--- config.mk ---
export PLATFORM = sky130hd
export DESIGN_NAME = hex_display_scanner
export DESIGN_NICKNAME = d
export VERILOG_FILES = /design/src/rtl/hex_display_scanner.sv
export SDC_FILE = /design/constraint.sdc
export NUM_CORES = 1
export LEC_CHECK = 0
export CAP_MARGIN = 20
export CELL_PAD_IN_SITES_DETAIL_PLACEMENT = 2
export CELL_PAD_IN_SITES_GLOBAL_PLACEMENT = 2
export CORE_MARGIN = 2
export CORE_UTILIZATION = 30
export CTS_BUF_LIST = sky130_fd_sc_hd__clkbuf_8 sky130_fd_sc_hd__clkbuf_16
export DETAILED_ROUTE_END_ITERATION = 16
export DONT_BUFFER_PORTS = 1
export PLACE_DENSITY_LB_ADDON = 0.05
export SLEW_MARGIN = 10
export SYNTH_ARGS = -nofsm -noshare
export SYNTH_HDL_FRONTEND = slang
export SYNTH_HIERARCHICAL = 1
export SYNTH_SLANG_ARGS = --single-unit
--- constraint.sdc ---
create_clock -name i_clk -period 3.85 [get_ports i_clk]
set_input_delay 0.385 -clock i_clk [delete_from_list [all_inputs] [get_ports i_clk]]
set_output_delay 0.385 -clock i_clk [all_outputs]
set_load 0.01 [all_outputs]
--- src/rtl/hex_display_scanner.sv ---
// Time-multiplexed seven-segment scanner with double-buffered digits,
// inter-digit blanking gaps and optional leading-zero suppression.
module seven_segment_decoder (
  input  logic [3:0] i_nib,
  output logic [6:0] o_seg
);
  always_comb begin
    case (i_nib)
      4'h0: o_seg = 7'b1111110;
      4'h1: o_seg = 7'b0000110;
      4'h2: o_seg = 7'b1011011;
      4'h3: o_seg = 7'b1001111;
      4'h4: o_seg = 7'b0100111;
      4'h5: o_seg = 7'b1101101;
      4'h6: o_seg = 7'b1111101;
      4'h7: o_seg = 7'b1000110;
      4'h8: o_seg = 7'b1111111;
      4'h9: o_seg = 7'b1101111;
      4'hA: o_seg = 7'b1110111;
      4'hB: o_seg = 7'b0111101;
      4'hC: o_seg = 7'b1111000;
      4'hD: o_seg = 7'b0011111;
      4'hE: o_seg = 7'b1111001;
      default: o_seg = 7'b1110001;
    endcase
  end
endmodule

module hex_display_scanner #(
  parameter int DIGITS           = 4,
  parameter int DWELL            = 1024,
  parameter int BLANK            = 16,
  parameter int ANODE_ACTIVE_LOW = 1
) (
  input  logic                  i_clk,
  input  logic                  i_reset,
  input  logic [4*DIGITS-1:0]   i_value,
  input  logic [DIGITS-1:0]     i_dp,
  input  logic                  i_load,
  input  logic                  i_blank_lz,
  output logic [6:0]            o_seg,
  output logic                  o_seg_dp,
  output logic [DIGITS-1:0]     o_digit_sel,
  output logic                  o_frame_done,
  output logic                  o_pending
);
  localparam int MAXC = (DWELL > BLANK) ? DWELL : BLANK;
  localparam int CW   = $clog2(MAXC + 1);
  localparam int IW   = (DIGITS > 1) ? $clog2(DIGITS) : 1;
  localparam int VW   = 4 * DIGITS;
  localparam logic POL = (ANODE_ACTIVE_LOW != 0);
  localparam logic [DIGITS-1:0] SEL_OFF = {DIGITS{POL}};
  localparam logic [IW-1:0] LAST = IW'(DIGITS - 1);

  typedef enum logic {SHOW, GAP} state_t;

  state_t              r_state;
  logic [CW-1:0]       r_cnt;
  logic [IW-1:0]       r_idx;
  logic                r_first;
  logic [VW-1:0]       r_sh_val;
  logic [VW-1:0]       r_act_val;
  logic [DIGITS-1:0]   r_sh_dp;
  logic [DIGITS-1:0]   r_act_dp;
  logic                r_pending;

  state_t              w_nxt_state;
  logic [CW-1:0]       w_nxt_cnt;
  logic [IW-1:0]       w_nxt_idx;
  logic                w_nxt_first;
  logic                w_cnt_one;
  logic                w_end;
  logic                w_commit;
  logic [VW-1:0]       w_nxt_val;
  logic [DIGITS-1:0]   w_nxt_dp;
  logic [3:0]          w_nib;
  logic [DIGITS:0]     w_zab;
  logic                w_blank;
  logic [DIGITS-1:0]   w_onehot;
  logic [DIGITS-1:0]   w_sel;
  logic                w_fd;
  logic [6:0]          w_dec;

  always_comb begin
    w_cnt_one   = (r_cnt == CW'(1));
    w_end       = (r_state == GAP) && w_cnt_one
                  && (r_idx == LAST) && !r_first;
    w_nxt_state = r_state;
    w_nxt_cnt   = r_cnt - CW'(1);
    w_nxt_idx   = r_idx;
    w_nxt_first = r_first;
    if (w_cnt_one) begin
      if (r_state == SHOW) begin
        w_nxt_state = GAP;
        w_nxt_cnt   = CW'(BLANK);
      end else begin
        w_nxt_state = SHOW;
        w_nxt_cnt   = CW'(DWELL);
        w_nxt_first = 1'b0;
        // the power-up gap leads into digit 0 without advancing
        if (!r_first)
          w_nxt_idx = (r_idx == LAST) ? '0 : r_idx + IW'(1);
      end
    end
    w_commit  = w_end && r_pending;
    w_nxt_val = w_commit ? r_sh_val : r_act_val;
    w_nxt_dp  = w_commit ? r_sh_dp  : r_act_dp;
    w_nib     = w_nxt_val[{w_nxt_idx, 2'b00} +: 4];
    w_zab[DIGITS] = 1'b1;
    for (int i = DIGITS - 1; i >= 0; i--)
      w_zab[i] = w_zab[i+1] & (w_nxt_val[4*i +: 4] == 4'h0);
    w_blank  = i_blank_lz && (w_nxt_idx != '0) && w_zab[w_nxt_idx];
    w_onehot = '0;
    w_onehot[w_nxt_idx] = 1'b1;
    w_sel    = (w_nxt_state == SHOW) ? w_onehot : '0;
    w_fd     = (w_nxt_state == GAP) && (w_nxt_cnt == CW'(1))
               && (w_nxt_idx == LAST) && !w_nxt_first;
  end

  seven_segment_decoder u_dec (
    .i_nib (w_nib),
    .o_seg (w_dec)
  );

  always_ff @(posedge i_clk) begin
    if (i_reset) begin
      r_state      <= GAP;
      r_cnt        <= CW'(BLANK);
      r_idx        <= '0;
      r_first      <= 1'b1;
      r_sh_val     <= '0;
      r_act_val    <= '0;
      r_sh_dp      <= '0;
      r_act_dp     <= '0;
      r_pending    <= 1'b0;
      o_seg        <= '0;
      o_seg_dp     <= 1'b0;
      o_digit_sel  <= SEL_OFF;
      o_frame_done <= 1'b0;
    end else begin
      r_state   <= w_nxt_state;
      r_cnt     <= w_nxt_cnt;
      r_idx     <= w_nxt_idx;
      r_first   <= w_nxt_first;
      r_act_val <= w_nxt_val;
      r_act_dp  <= w_nxt_dp;
      if (i_load) begin
        r_sh_val  <= i_value;
        r_sh_dp   <= i_dp;
        r_pending <= 1'b1;
      end else if (w_end) begin
        r_pending <= 1'b0;
      end
      o_digit_sel  <= w_sel ^ SEL_OFF;
      o_seg        <= (w_nxt_state == SHOW && !w_blank) ? w_dec : 7'd0;
      o_seg_dp     <= (w_nxt_state == SHOW) ? w_nxt_dp[w_nxt_idx] : 1'b0;
      o_frame_done <= w_fd;
    end
  end

  assign o_pending = r_pending;
endmodule

== After elaboration in Yosys (flattened, before gate mapping) ==
Memories as Yosys holds them, arrays and structs flattened. A register that Yosys moved wholly into a read port is not among the register bits.
Index checks and enable logic that the tools add are counted.
Operators by class
  reductions and logical operators: 22
  multiplexer cells: 21
  order comparisons: 3
  bitwise operators: 6
  shifts and indexed selects: 1
  $add $sub $neg: 2
  equality and inequality tests: 4
Operators with widths (number)
  $eq A11 B1 Y1 const B: 2
  $mux W11: 2
  $logic_not A4 Y1: 4
  $mux W16: 1
  $shiftx A16 B5 Y4: 1
  $logic_and A1 B1 Y1: 11
  $sub A11 B1 Y11 const B: 1
  $mux W1: 9
  $mux W2: 4
  $mux W4: 2
  $bmux W1 S2: 2
  $eq A2 B2 Y1 const B: 2
  $lt A2 B4 Y1 const B: 1
  $not A4 Y4: 1
  $reduce_bool A2 Y1: 2
  $reduce_or A2 Y1: 2
  $and A1 B1 Y1: 3
  $logic_not A1 Y1: 3
  $lt A2 B3 Y1 const B: 1
  $add A2 B1 Y2 const B: 1
  $demux W1 S2: 1
  $ge A2 B1 Y1 const B: 1
  $not A1 Y1: 2
Word-level totals
  ROM bits: 112
  bits in registers: 62
  logic and storage cells: 72
  memories: 1
Memories
  (no name shown): depth 16, bits a word 7, read ports 1, clocked after memory_dff 1, write ports 0, RTL line 8  | case (i_nib)

== Logic depth before layout (Yosys ltp) ==
  depth in word-level cells: 17
  mapped depth: 18
  depth with buffers taken out: 15

== By module ==
Netlist, hierarchy kept.
By module, submodules not included
  hex_display_scanner: cells each 310, area each 2959.1 um2, times used 1
  seven_segment_decoder: cells each 33, area each 287.8 um2, times used 1

== Least setup slack after synthesis ==
No wires, ideal clock.
  path type: reg2reg
  start: register r_cnt[4]
  end: register o_seg[3]
  buffers on the path: 2
  period minus slack after synthesis: 4.112 ns
  arrival time: 3.997 ns
  stages on the path, launching flop included: 15
  library setup time: 0.115 ns
  slack: -0.262 ns
  cell sequence: dfxtp_1 > or4_4 > or2_1 > clkbuf_1 > nor3_4 > ha_1 > nand4b_1 > buf_1 > mux2i_1 > mux2_2 > o21ai_0 > inv_1 > ha_1 > mux4_1 > and2_1
Between the ends
  elaborated cells between the ends (all ways): 26
RTL lines
  from (decl): RTL line 58  | logic [CW-1:0] r_cnt;
  from (signal assigned): RTL line 128  | r_cnt <= CW'(BLANK);
  from (signal assigned): RTL line 142  | r_cnt <= w_nxt_cnt;
  $eq A11 B1 Y1 *: RTL line 85  | w_cnt_one = (r_cnt == CW'(1));
  $logic_and A1 B1 Y1: RTL line 86  | w_end = (r_state == GAP) && w_cnt_one
  $logic_and A1 B1 Y1 (2 in series): RTL line 87  | && (r_idx == LAST) && !r_first;
  $logic_and A1 B1 Y1: RTL line 105  | w_commit = w_end && r_pending;
  $mux W16: RTL line 106  | w_nxt_val = w_commit ? r_sh_val : r_act_val;
  $shiftx A16 B5 Y4 *: RTL line 108  | w_nib = w_nxt_val[{w_nxt_idx, 2'b00} +: 4];
  named net w_nib[1]: RTL line 76  | logic [3:0] w_nib;
  to (decl): RTL line 41  | output logic [6:0] o_seg,
The timed path passes the listed nets; every way through them passes the cells marked *. The select of a mux whose other input is x is not followed.
A chain may end at the register's enable or synchronous reset.

== Final worst setup path ==
  start: register r_cnt[3]
  end: register o_seg[3]
Same word-level chain as after synthesis.

==> results by group <==
Outcome
  – Status: finished clean

Clocking
  – Clk Latency, worst-skew pair: 0.35 ns
  – Root Buffer: clkbuf_8
  – Num CTS Buffers: 9
  – Post-CTS Hold Buffers: 0
  – Bufs on Longest Clock Path: 2
  – Clock transition at path regs: 0.07 ns
  – CTS tree: yes
  – Total number of H-tree levels: 3
  – # clock sinks: 69

Die
  – Core Box Area: 10400 um2
  – Die W: 108 um
  – FP Rows: 37
  – Die ar.: 11700 um2
  – I/O Pins: 38
  – Starting density of the core: 0.312
  – Die H: 108 um

Logic synthesis
  – Post-synthesis mux area share: 0.191
  – Most frequent cell after synthesis: dfxtp_1
  – Synthesized cell area: 3250 um2
  – Area fraction in compound gates after synthesis: 0.0771
  – Area leader, netlist: dfxtp_1
  – Largest family of logic cells by synthesized area: simple AND/OR/NAND/NOR gates
  – Post-Synth XOR/XNOR Area: 0.0185
  – Commonest cells post-synth: 69 x dfxtp_1, 67 x nor2_1, 50 x mux2i_1
  – Cell count after synthesis: 343
  – Synth area leaders: dfxtp_1 43%, mux2i_1 15%, nor2_1 7.7%
  – Post-synth top flop: dfxtp_1
  – Adder-cell share of the synthesized area: 0.0462
  – Post-synth net total: 379
  – Seq/Total Area, Yosys: 0.425
  – Post-synth EDFFs: 0
  – Synth warnings: 6
  – Unique masters post-synth: 54
  – Synthesized area per cell: 9.47 um2
  – Top-area cell type share of the netlist area: 0.425
  – Post-Synth Simple-Gate Area: 0.204
  – Seq cells post-synth: 69
  – FFs w/ async S/R, synth: 0

Job
  – Max-Cap Viols: 0

Worst setup path
  – CP endpoint kind: register
  – Critical path class: reg2reg
  – CP Max Fanout: 6
  – Setup crit start kind: register
  – Worst path arrival time: 3.90 ns
  – Crit path required time: 4.10 ns

Placed design
  – IO buf count: 0
  – Pre-CTS setup slack: 0.128 ns
  – Hpwl dp: 6040 um
  – GPL Wtd Cong: 0.798

Drt
  – Detailed-route wire length: 8600 um
  – Initial DRC Count: 48
  – Initial DRT Pass Iterations: 4
  – Post-route ant nets: 0
  – # DRC: 0
  – DR vias: 2493
  – WL per Instance: 17.0 um
  – Vias/cell: 4.93

Finish
  – Synth-to-layout area growth: 16.5%
  – Fillers: 1147
  – Share of layout cells above drive strength 1: 0.189
  – Nets: 402
  – ANT cells: 0
  – Final Util: 0.363

STA
  – Final Hold Violating Endpoints: 0
  – Worst setup margin: 0.200 ns
  – Final worst-path cycle share: 0.948
  – Max Clk Rate: 0.274 GHz
  – Post-layout minimum cycle time: 3.65 ns
  – Layout Skew: 0.00637 ns
  – Rel. slew slack: 0.596
  – Final setup fails: 0
  – Worst Tran Pin Value: 0.603 ns
  – Hold_ws: 0.0965 ns
  – Final Slew Violations: 0

Worst hold path
  – Hold Path Class: in2reg

Global route
  – Largest net degree at the start of global routing: 54
  – Initial antenna violation count: 0
  – Total Routing Usage GR: 0.158
  – Global-route wire length before repair: 14100 um
  – Vias in the first global route: 2733
  – GRT Residual Overflow: 0

Power and ir drop
  – Worst vdd ir: 0.169 mV
  – P per Cell Area: 443 nW/um2
  – Leakage: 1.66 nW
through the flow:
step | power, W | setup TNS (ns) | area [um2] | instances
CTS | 0.00169 | 0 | 3700 | 501
global placement | 0.00116 | 0 | 3540 | 486
floorplan | 0.00108 | 0 | 3260 | 343
global route | 0.00179 | -0.00833 | 3780 | 506
finish | 0.00168 | 0 | 3780 | 506
detailed placement | 0.00117 | 0 | 3540 | 486
flip-flops by register name (all words and copies together) (netlist names), 2 cells and up:
signal,flops
r_sh_val,16
r_idx,2
r_act_val,16
o_seg,7
r_act_dp,4
r_sh_dp,4
o_digit_sel,4
r_cnt,11
final cells by class:
class	count	area, um2	share of cell area
multi-input cells	246	1760	0.466
clock inverters	5	21.3	0.00562
repair buffers	30	273	0.0721
clock buffers	10	138	0.0364
inverters	10	37.5	0.00992
well taps	136	170	0.0450
flip-flops and latches	69	1380	0.365
logic make-up (layout without fill, tap and decap cells):
group,Yosys count,after routing
AO/OA/AOI/OAI,39,39
XOR/XNOR,6,6
adder cells (fa/ha/maj),12,12
buffers and inverters,28,55
flip-flops,69,69
multiplexers,59,59
AND/OR/NAND/NOR,130,130
worst paths after layout:
path                                from  cells past startpoint  slack [ns]  endpoint
worst min-delay path             i_reset                      1         0.1  r_cnt[1]
worst max register to register  r_cnt[3]                     14        0.20  o_seg[3]
worst min register to register  r_cnt[0]                      1        0.50  r_cnt[0]
worst max-delay path            r_cnt[3]                     14        0.20  o_seg[3]
power by group:
group          switching, W  internal [W]  total (W)
clock network      0.000271      0.000239   0.000509
registers         0.0000619      0.000772   0.000834
logic              0.000181      0.000153   0.000334
total              0.000514       0.00116    0.00168
per-layer routing:
layer	track usage	vias to the layer above	wire [um]
met1	0.205	1205	4230
met2	0.255	37	3950
met5	0	-	0
met3	0.0392	12	304
li1	-	1239	-
met4	0.0549	0	123
what timing repair did:
action,in CTS,in global routing
gates resized for setup,0,6
buffers inserted,0,3
endpoints found under the setup margin,0,6
hold endpoints to repair,0,0
worst max-delay path, cell delays in order, from the launching register on:
cell and delay [ns]:
dfxtp_1 0.32, or4_4 0.57, or2_4 0.27, nor3_4 0.20, ha_2 0.21, nand4b_1 0.09
buf_4 0.18, buf_12 0.14, mux2i_1 0.13, mux2_2 0.28, o21ai_2 0.15, inv_1 0.08
ha_1 0.31, mux4_1 0.48, and2_1 0.14
cells in the final DEF (no fill, tap or decap), types with 4 or more instances in the layout:
cell,n
inv_1,12
buf_4,27
nor3_1,6
mux2_2,7
and2_1,7
dfxtp_1,68
clkbuf_8,10
a21oi_1,11
ha_1,11
nand2_1,13
nand3b_1,4
o21ai_0,8
mux2i_1,49
nor2_1,67
Note: power is estimated with default switching activity, not from simulation.
